===== src/rtl/axis_ic_pkg.sv =====
// Shared definitions for the AXI-Stream interconnect family (S2M / M2S).
package axis_ic_pkg;

    // Packet-tracking states: HEAD expects the first beat of a packet.
    typedef enum logic {
        HEAD = 1'b0,
        BODY = 1'b1
    } pkt_state_e;

    // Width of a port index for NUM ports (1..32).
    function automatic int nsize(input int num);
        return (num <= 2) ? 1 : (num <= 4) ? 2 : (num <= 8) ? 3 : (num <= 16) ? 4 : 5;
    endfunction

endpackage


===== src/rtl/axi_stream_skid_reg.sv =====
// Two-entry registered valid/ready stage. Both the payload and in_ready come
// from flops, so neither path is combinational from the far side.
module axi_stream_skid_reg #(
    parameter int DSIZE = 8
) (
    input  logic             clock,
    input  logic             rst_n,
    input  logic             en,
    input  logic [DSIZE-1:0] in_data,
    input  logic             in_valid,
    output logic             in_ready,
    output logic [DSIZE-1:0] out_data,
    output logic             out_valid,
    input  logic             out_ready
);

    logic [DSIZE-1:0] main_data;
    logic [DSIZE-1:0] skid_data;
    logic             main_valid;
    logic             skid_valid;
    logic             acc;
    logic             drain;

    assign in_ready  = ~skid_valid & en;
    assign acc       = in_valid & in_ready;
    assign drain     = main_valid & out_ready & en;
    assign out_data  = main_data;
    assign out_valid = main_valid;

    // Main register refills from skid first (ordering), else straight from input;
    // skid only catches a beat while main is stalled.
    always_ff @(posedge clock or negedge rst_n) begin
        if (!rst_n) begin
            main_data  <= '0;
            skid_data  <= '0;
            main_valid <= 1'b0;
            skid_valid <= 1'b0;
        end else if (en) begin
            if (!main_valid || drain) begin
                if (skid_valid) begin
                    main_data  <= skid_data;
                    main_valid <= 1'b1;
                    skid_valid <= 1'b0;
                end else begin
                    main_valid <= acc;
                    if (acc) main_data <= in_data;
                end
            end else if (acc) begin
                skid_data  <= in_data;
                skid_valid <= 1'b1;
            end
        end
    end

endmodule


===== src/rtl/axi_stream_interconnect_s2m_pkt.sv =====
// Packet-routing AXI-Stream demux: one slave fanned out to NUM masters.
// Destination is latched from addr on the head beat and held until tlast;
// packets addressed at or beyond NUM are swallowed.
module axi_stream_interconnect_s2m_pkt
    import axis_ic_pkg::*;
#(
    parameter  int NUM   = 8,
    parameter  int DSIZE = 8,
    parameter  int KSIZE = 1,
    parameter  int USIZE = 1,
    localparam int NSIZE = nsize(NUM)
) (
    input  logic                       clock,
    input  logic                       rst_n,
    input  logic                       clk_en,
    input  logic [NSIZE-1:0]           addr,
    input  logic [DSIZE-1:0]           s00_tdata,
    input  logic                       s00_tvalid,
    output logic                       s00_tready,
    input  logic                       s00_tlast,
    input  logic [USIZE-1:0]           s00_tuser,
    input  logic [KSIZE-1:0]           s00_tkeep,
    output logic [NUM-1:0][DSIZE-1:0]  m00_tdata,
    output logic [NUM-1:0]             m00_tvalid,
    input  logic [NUM-1:0]             m00_tready,
    output logic [NUM-1:0]             m00_tlast,
    output logic [NUM-1:0][USIZE-1:0]  m00_tuser,
    output logic [NUM-1:0][KSIZE-1:0]  m00_tkeep,
    output logic                       drop_pulse
);

    localparam int           PW    = KSIZE + USIZE + 1 + DSIZE + NSIZE;
    localparam logic [NSIZE:0] NUM_W = (NSIZE+1)'(NUM);

    pkt_state_e       state_q, state_d;
    logic [NSIZE-1:0] cur_dest;
    logic [NSIZE-1:0] dest;
    logic             acc;
    logic [PW-1:0]    in_pld, out_pld;
    logic             main_valid, main_ready, main_oor;
    logic [NSIZE-1:0] main_dest;
    logic [DSIZE-1:0] main_data;
    logic             main_last;
    logic [USIZE-1:0] main_user;
    logic [KSIZE-1:0] main_keep;
    logic [NUM-1:0]   sel;

    assign acc = s00_tvalid & s00_tready;

    // Head beat routes by addr; body beats follow the latched destination.
    always_comb begin
        state_d = state_q;
        dest    = (state_q == HEAD) ? addr : cur_dest;
        if (acc) begin
            case (state_q)
                HEAD:    if (!s00_tlast) state_d = BODY;
                BODY:    if (s00_tlast)  state_d = HEAD;
                default: state_d = HEAD;
            endcase
        end
    end

    // Packet state, latched destination and the head-of-dropped-packet pulse.
    always_ff @(posedge clock or negedge rst_n) begin
        if (!rst_n) begin
            state_q    <= HEAD;
            cur_dest   <= '0;
            drop_pulse <= 1'b0;
        end else begin
            state_q    <= state_d;
            if (acc && state_q == HEAD) cur_dest <= addr;
            drop_pulse <= acc && (state_q == HEAD) && ({1'b0, addr} >= NUM_W);
        end
    end

    assign in_pld = {s00_tkeep, s00_tuser, s00_tlast, s00_tdata, dest};

    axi_stream_skid_reg #(.DSIZE(PW)) u_skid (
        .clock     (clock),
        .rst_n     (rst_n),
        .en        (clk_en),
        .in_data   (in_pld),
        .in_valid  (s00_tvalid),
        .in_ready  (s00_tready),
        .out_data  (out_pld),
        .out_valid (main_valid),
        .out_ready (main_ready)
    );

    assign {main_keep, main_user, main_last, main_data, main_dest} = out_pld;

    // Out-of-range beats drain unconditionally, which discards them.
    assign main_oor   = ({1'b0, main_dest} >= NUM_W);
    assign main_ready = main_oor | (|(sel & m00_tready));

    // Per-port select decode and valid demux; payload is broadcast.
    for (genvar i = 0; i < NUM; i++) begin : g_port
        assign sel[i]        = (main_dest == NSIZE'(i));
        assign m00_tvalid[i] = main_valid & sel[i] & clk_en;
        assign m00_tdata[i]  = main_data;
        assign m00_tlast[i]  = main_last;
        assign m00_tuser[i]  = main_user;
        assign m00_tkeep[i]  = main_keep;
    end

endmodule


===== config.mk =====
export PLATFORM = sky130hd
export DESIGN_NAME = axi_stream_interconnect_s2m_pkt
export DESIGN_NICKNAME = d
export VERILOG_FILES = /design/src/rtl/axis_ic_pkg.sv /design/src/rtl/axi_stream_skid_reg.sv /design/src/rtl/axi_stream_interconnect_s2m_pkt.sv
export SDC_FILE = /design/constraint.sdc
export NUM_CORES = 1
export LEC_CHECK = 0
export BUFFER_PORTS_ARGS = -buffer_cell sky130_fd_sc_hd__buf_4
export CAP_MARGIN = 5
export CORE_MARGIN = 5
export CORE_UTILIZATION = 46
export CTS_BUF_LIST = sky130_fd_sc_hd__clkbuf_8 sky130_fd_sc_hd__clkbuf_16
export DETAILED_ROUTE_END_ITERATION = 6
export HOLD_SLACK_MARGIN = 0.15
export PLACE_DENSITY = 0.84
export SETUP_SLACK_MARGIN = 0.2
export SLEW_MARGIN = 0
export SYNTH_ARGS = -nofsm -noshare
export SYNTH_HDL_FRONTEND = slang
export SYNTH_SLANG_ARGS = --single-unit

===== constraint.sdc =====
create_clock -name clock -period 2.1 [get_ports clock]
set_input_delay 0.42 -clock clock [delete_from_list [all_inputs] [get_ports clock]]
set_output_delay 0.42 -clock clock [all_outputs]
set_load 0.1 [all_outputs]

==> results by group, run 1 <==
Setup path
  – CP startpoint: u_skid.out_data[2]
  – Worst Path Arrival: about 1.4 ns
  – Crit-path max FO: 3
  – Reg2reg start: u_skid.out_data[1]
  – Req. time, crit path: about 1.7 ns
  – CP Capture Type: output pin
  – Critical path type: reg -> out
  – Critical path launch point type: flip-flop

Clocking
  – CTS tree: done
  – Clk root buf: clkbuf_8
  – Num CTS Buffers: 5
  – CTS Buffer Depth: 2
  – Clk slew on worst S/H paths: around 0.07 ns
  – CTS sink cnt: 34
  – CTS H-tree lvls: 2
  – Clock Latency Late Sink: 0.29 ns

Logic synthesis
  – Post-synth ARST share: 100%
  – Gate Count Post-Synth: 226
  – Primary FF master, synth: dfrtp_1
  – Yosys reg bits: 34
  – Most frequent cells after synthesis: 90 x buf_4, 34 x dfrtp_1, 32 x mux2_2, 10 x mux2i_1
  – Mapped cell area: 0.00238 mm^2
  – Top cell type's share of synthesized area: 35.8%
  – Syn_area_per_cell: around 11 um^2
  – Count leader, synth: buf_4
  – Ranking of synthesized cells by area: dfrtp_1 36%, buf_4 28%, mux2_2 15%, mux2_4 4.4%, mux2i_1 4.2%
  – EDFF count, synth: 0
  – Synth warn: 0
  – Total nets after synthesis: 252
  – Yosys top cell by area: dfrtp_1
  – Yosys cell types: 23
  – Sequential-to-total area share from yosys stat: a little over a third

Hold path
  – Worst hold path type: in -> reg
  – Hold wc startpoint: s00_tlast

Routing
  – WL/cell: 14.0 um
  – Vias per inst: 4.50
  – DRC viols: 0
  – Initial drt markers: 30
  – Pre-antenna DRT Iters: 4
  – Post-Route WL: 4.72 mm
  – Vias post-DR: 1515
  – Post-route ant nets: 0

Die
  – Die Height: 81.9 um
  – Core area: approximately 0.0051 mm^2
  – Initial Util: approximately 47%
  – IO Pins: 124
  – Die width: between 80 and 90 um
  – Die area: 0.00670 mm^2
  – Std-Cell Rows: 26

Finish
  – Ant diodes: 0
  – Footprint of the multi-input gates: ~850 um^2
  – Fin util: 57.9%
  – FF+latch area: 855 um^2
  – Area delta synth->final: 23.7%
  – Final nets: around 290
  – Layout cell share with drive strength beyond 1: 73.0%
  – Fill cell count: 430
  – Final Cell Area: 0.00294 mm^2

STA
  – Fmax: 540 MHz
  – RSZ-0062 raised after global routing: yes
  – Final Hold Vio Count: 0
  – Clock skew: 0.00820 ns
  – Setup tns final: 0 ns
  – Final period utilization: 88.2%
  – Fin crit period: 1.85 ns
  – Final setup viols: 0
  – Final Max Tran Viols: 0

Placed design
  – GP Congestion: 0.738
  – DP HPWL: 3.52 mm
  – Placed cell areas: 0.00275 mm^2
  – Port buffer count: 122

GRT
  – Vias in the first global route: between 1000 and 1500
  – First-pass GRT wire length: around 6.8 mm
  – Overflow after GRT: 0
  – Initial antenna violation count: 0
  – Largest net degree at the start of global routing: 35
  – GRT Overall Usage: 13.2%

Job
  – Max Cap Viol: 0

Run status
  – Outcome: finished clean
## final cells by class
class | instances | share of cell area [%]
clock buffer | 6 | 2.81
clock inverter | 2 | 0.426
inverter | 5 | 0.638
multi-input combinational | 89 | 28.8
sequential | 34 | 29.1
tap | 70 | 2.98
timing repair buffer | 131 | 35.3
## repair_timing
action / CTS / global route
hold buffers: 1 / 0
setup buffers: 4 / 0
gates resized for setup: 11 / 6
gates cloned: 0 / 0
hold endpoints to repair: 34 / 0
pin swaps: 0 / 2
setup endpoints to repair: 8 / 17
## final timing paths
path	endpoint	slack (ns)	cells after the start
worst min register to register	cur_dest[2]	0.51	1
worst max-delay path	m00_tvalid[1]	0.25	3
worst min-delay path	state_q	0.35	2
max in group asynchronous	u_skid.out_data[1]	1.15	2
min in group asynchronous	u_skid.skid_data[8]	0.61	2
worst max register to register	u_skid.out_data[10]	0.29	7
## cell families (layout without fill, tap and decap cells)
group | Yosys count | count (layout) | synth area share (%)
buf+inv | 103 | 144 | 31.9
simple gates | 30 | 30 | 6.32
other cells | 1 | 1 | 0.158
flops | 34 | 34 | 35.8
compound gates | 9 | 9 | 2.05
mux | 49 | 49 | 23.8
## cell usage in the layout, fill, tap and decap left out, types with 4 or more instances in the layout
master,instances
nor2_4,4
mux2i_1,10
mux2_2,32
nand3b_1,4
buf_4,123
clkbuf_8,6
o21ai_0,6
inv_1,5
mux2_4,7
dfrtp_1,31
nand2_1,8
## critical path, cell delays in order, from the launching register on
cell and delay [ns]:
dfrtp_2 0.42, or3_4 0.42, nor2_4 0.11, buf_8 0.20
## state kept, by name, indices dropped and copies added (netlist names)
name,count
cur_dest,3
u_skid.out_valid,1
u_skid.out_data,14
u_skid.skid_data,14
u_skid.skid_valid,1
state_q,1
## per-layer routing
metal / global-route usage (%) / wire length (um) / vias to the layer above
met1: 15.7 / 1740 / 703
met3: 5.04 / 529 / 6
li1: - / - / 733
met4: 3.49 / 31 / 0
met2: 22.4 / 2420 / 73
met5: 0 / 0 / -
## per-stage QoR
stage / worst slack (ns) / instances / hold slack [ns]
2_1_floorplan: 0.151 / 226 / 0.124
3_3_place_gp: 0.279 / 324 / 0.392
3_5_place_dp: 0.243 / 324 / 0.395
4_1_cts: 0.195 / 337 / 0.340
5_1_grt: 0.185 / 337 / 0.337
6_report: 0.248 / 337 / 0.354
Power of run 1 is not shown: default switching activity piles up to over one toggle a cycle in this logic, so the estimate is an artifact.
==> run 2: changes to the inputs <==
--- a/config.mk
+++ b/config.mk
@@ -5,14 +5,15 @@
 export SDC_FILE = /design/constraint.sdc
 export NUM_CORES = 1
 export LEC_CHECK = 0
+export ABC_AREA = 1
 export BUFFER_PORTS_ARGS = -buffer_cell sky130_fd_sc_hd__buf_4
 export CAP_MARGIN = 5
 export CORE_MARGIN = 5
-export CORE_UTILIZATION = 46
+export CORE_UTILIZATION = 47
 export CTS_BUF_LIST = sky130_fd_sc_hd__clkbuf_8 sky130_fd_sc_hd__clkbuf_16
 export DETAILED_ROUTE_END_ITERATION = 6
 export HOLD_SLACK_MARGIN = 0.15
-export PLACE_DENSITY = 0.84
+export PLACE_DENSITY = 0.85
 export SETUP_SLACK_MARGIN = 0.2
 export SLEW_MARGIN = 0
 export SYNTH_ARGS = -nofsm -noshare
==> results by group, run 2 <==
Logic synthesis
  – Main combinational cell family by area after synthesis: buffers and inverters
  – Synth Area in XOR/XNOR: 0% (unchanged)
  – Gate Count Post-Synth: 325 (+44%)
  – Synth Area in Simple Gates: 31.6% (+25 points)
  – Syn_area_per_cell: 7.75 um^2 (-26%)
  – Synth warn: 0 (unchanged)
  – Total nets after synthesis: 351 (+39%)
  – Fraction of synthesized area in multiplexers: 0% (-24 points)
  – Area share of fa/ha/maj cells after synthesis: 0% (unchanged)
  – EDFF count, synth: 0 (unchanged)
  – Mapped cell area: 0.00252 mm^2 (+6.0%)
  – Top cell type's share of synthesized area: 33.8% (-2.0 points)
  – Post-synth ARST share: 100% (unchanged)
  – Yosys reg bits: 34 (unchanged)
  – Ranking of synthesized cells by area: dfrtp_1 34%, buf_4 27%, nand2_1 16%, nand4_1 5.0%, nand3_1 3.2%
  – Compound-Gate Fraction of Synth Area: 2.04% (-0.017 points)
  – Yosys top cell by area: dfrtp_1
  – Sequential-to-total area share from yosys stat: 33.8% (-2.0 points)
  – Most frequent cells after synthesis: 105 x nand2_1, 92 x buf_4, 34 x dfrtp_1, 20 x nand4_1, 16 x nand3_1
  – Count leader, synth: nand2_1
  – Yosys cell types: 24 (+4.3%)
  – Primary FF master, synth: dfrtp_1

Clocking
  – Num CTS Buffers: 5 (unchanged)
  – CTS H-tree lvls: 2 (unchanged)
  – Clk slew on worst S/H paths: 0.07 ns (about the same)
  – Clk root buf: clkbuf_8
  – CTS tree: done
  – CTS sink cnt: 34 (unchanged)
  – Clock Latency Late Sink: 0.29 ns (about the same)
  – CTS Buffer Depth: 2 (unchanged)

GRT
  – GRT Overall Usage: 15.9% (+2.7 points)
  – Overflow after GRT: 0 (unchanged)
  – Vias in the first global route: 1949 (+36%)
  – Initial antenna violation count: 0 (unchanged)
  – Largest net degree at the start of global routing: 35 (unchanged)
  – First-pass GRT wire length: 9.30 mm (+36%)

Routing
  – DRC viols: 0 (unchanged)
  – WL/cell: 13.2 um (-5.4%)
  – Vias per inst: 4.73 (+5.2%)
  – Top Layer Used: met4
  – Vias post-DR: 2053 (+36%)
  – Metal3 WL: 554 um (+4.7%)
  – Post-route ant nets: 0 (unchanged)
  – Pre-antenna DRT Iters: 4 (unchanged)
  – Post-Route WL: 5.75 mm (+22%)
  – Initial drt markers: 168 (+460%)
  – Met2 wire len: 2.92 mm (+21%)
  – M1 wire length: 2.23 mm (+28%)

Placed design
  – GP Congestion: 0.830 (+13%)
  – DP HPWL: 4.20 mm (+19%)
  – Port buffer count: 122 (unchanged)

STA
  – Clock skew: 0.00343 ns (-0.00477 ns)
  – RSZ-0062 raised after global routing: yes
  – Final Hold Vio Count: 0 (unchanged)
  – Fin crit period: 1.93 ns (+0.0730 ns)
  – Final Max Tran Viols: 0 (unchanged)
  – Final period utilization: 91.7% (+3.5 points)
  – Hold_ws: 0.352 ns (-0.00220 ns)
  – Final setup viols: 0 (unchanged)
  – Fmax: 519 MHz (-3.8%)

Die
  – Die width: 83.2 um (+1.6%)
  – Die area: 0.00692 mm^2 (+3.3%)
  – IO Pins: 124 (unchanged)
  – Core area: 0.00517 mm^2 (+1.9%)
  – Std-Cell Rows: 26 (unchanged)
  – Die Height: 83.2 um (+1.6%)
  – Initial Util: 48.7% (+1.9 points)

Finish
  – Most frequent cells in the layout: 122 x buf_4, 104 x nand2_1, 31 x dfrtp_1, 20 x nand4_1, 16 x nand3_1
  – Final nets: 389 (+33%)
  – Fin util: 60.6% (+2.7 points)
  – Layout cell share with drive strength beyond 1: 48.1% (-25 points)
  – FF+latch area: 855 um^2 (unchanged)
  – Ant diodes: 0 (unchanged)
  – Fill cell count: 441 (+2.6%)
  – Footprint of the multi-input gates: 0.00100 mm^2 (+18%)
  – Commonest non-fill, non-tap cell in the layout: buf_4
  – Area delta synth->final: 24.5%

Job
  – Max Cap Viol: 0 (unchanged)

Setup path
  – CP startpoint: u_skid.out_data[1]
  – Req. time, crit path: 1.68 ns (about the same)
  – Critical path launch point type: flip-flop
  – Reg2reg start: u_skid.out_data[0]
  – CP Capture Type: output pin
  – Crit-path max FO: 6 (+3)
  – Worst Path Arrival: 1.51 ns (+0.08 ns)
  – Critical path type: reg -> out

Run status
  – Outcome: finished clean

Hold path
  – Hold wc startpoint: s00_tlast
  – Worst hold path type: in -> reg
[run 2: changes by cell type in the layout (fill, tap and decap cells not counted), sizes merged, moves of 2 or more]
| cell | change |
|---|---|
| nor3 | -2 |
| nand4 | +19 |
| nand3 | +15 |
| nand3b | -4 |
| inv | +4 |
| a21oi | -2 |
| buf | +3 |
| nand2 | +110 |
| mux2 | -39 |
| mux2i | -10 |
| nor4 | +8 |
| nor2 | -5 |
[run 2: final timing paths]
check	end	slack, ns	cells past startpoint
worst min-delay path	state_q	0.35	2
worst max-delay path	m00_tvalid[3]	0.17	3
min in group asynchronous	u_skid.out_data[8]	0.62	2
worst min register to register	u_skid.skid_data[9]	0.47	2
max in group asynchronous	u_skid.out_data[1]	1.15	2
worst max register to register	u_skid.out_data[11]	0.30	10
[run 2: layout make-up]
cell class / instances / share of cell area [%]
clock buffer: 6 / 2.63
clock inverter: 2 / 0.399
inverter: 10 / 1.40
multi-input combinational: 178 / 32.0
sequential: 34 / 27.2
tap: 70 / 2.79
timing repair buffer: 134 / 33.5
[run 2: through the flow]
| step | area, um^2 | std cells | setup slack [ns] | TNS (ns) |
|---|---|---|---|---|
| after detailed placement | 2930 | 421 | 0.0676 | 0 |
| after floorplan | 2660 | 325 | -0.00931 | -0.00931 |
| after global placement | 2930 | 421 | 0.129 | 0 |
| after global routing | 3140 | 434 | 0.0965 | 0 |
| after CTS | 3090 | 432 | 0.191 | 0 |
| final | 3140 | 434 | 0.175 | 0 |
[run 2: what timing repair did]
item,CTS,global route
hold buffers,1,0
pin swaps,0,2
gates cloned,0,1
setup endpoints to repair,37,25
gates resized for setup,7,8
endpoints found under the hold margin,34,0
buffers inserted,2,1
[run 2: kinds of logic after synthesis]
group	count (synthesis)
flip-flops	34
other	1
buffers and inverters	113
AO/OA/AOI/OAI	8
AND/OR/NAND/NOR	169
[run 2: per-layer routing]
metal  track usage, %  up-vias
met1             18.3      932
met2             27.3       89
li1                 -     1025
met5                0        -
met4             5.20        0
met3             5.74        7
[run 2: critical path, stage by stage, from the launching register on]
cell	delay (ns)
dfrtp_2	0.44
clkinvlp_4	0.24
nor4_4	0.28
buf_6	0.26
Power of run 2 is left out for the same reason.
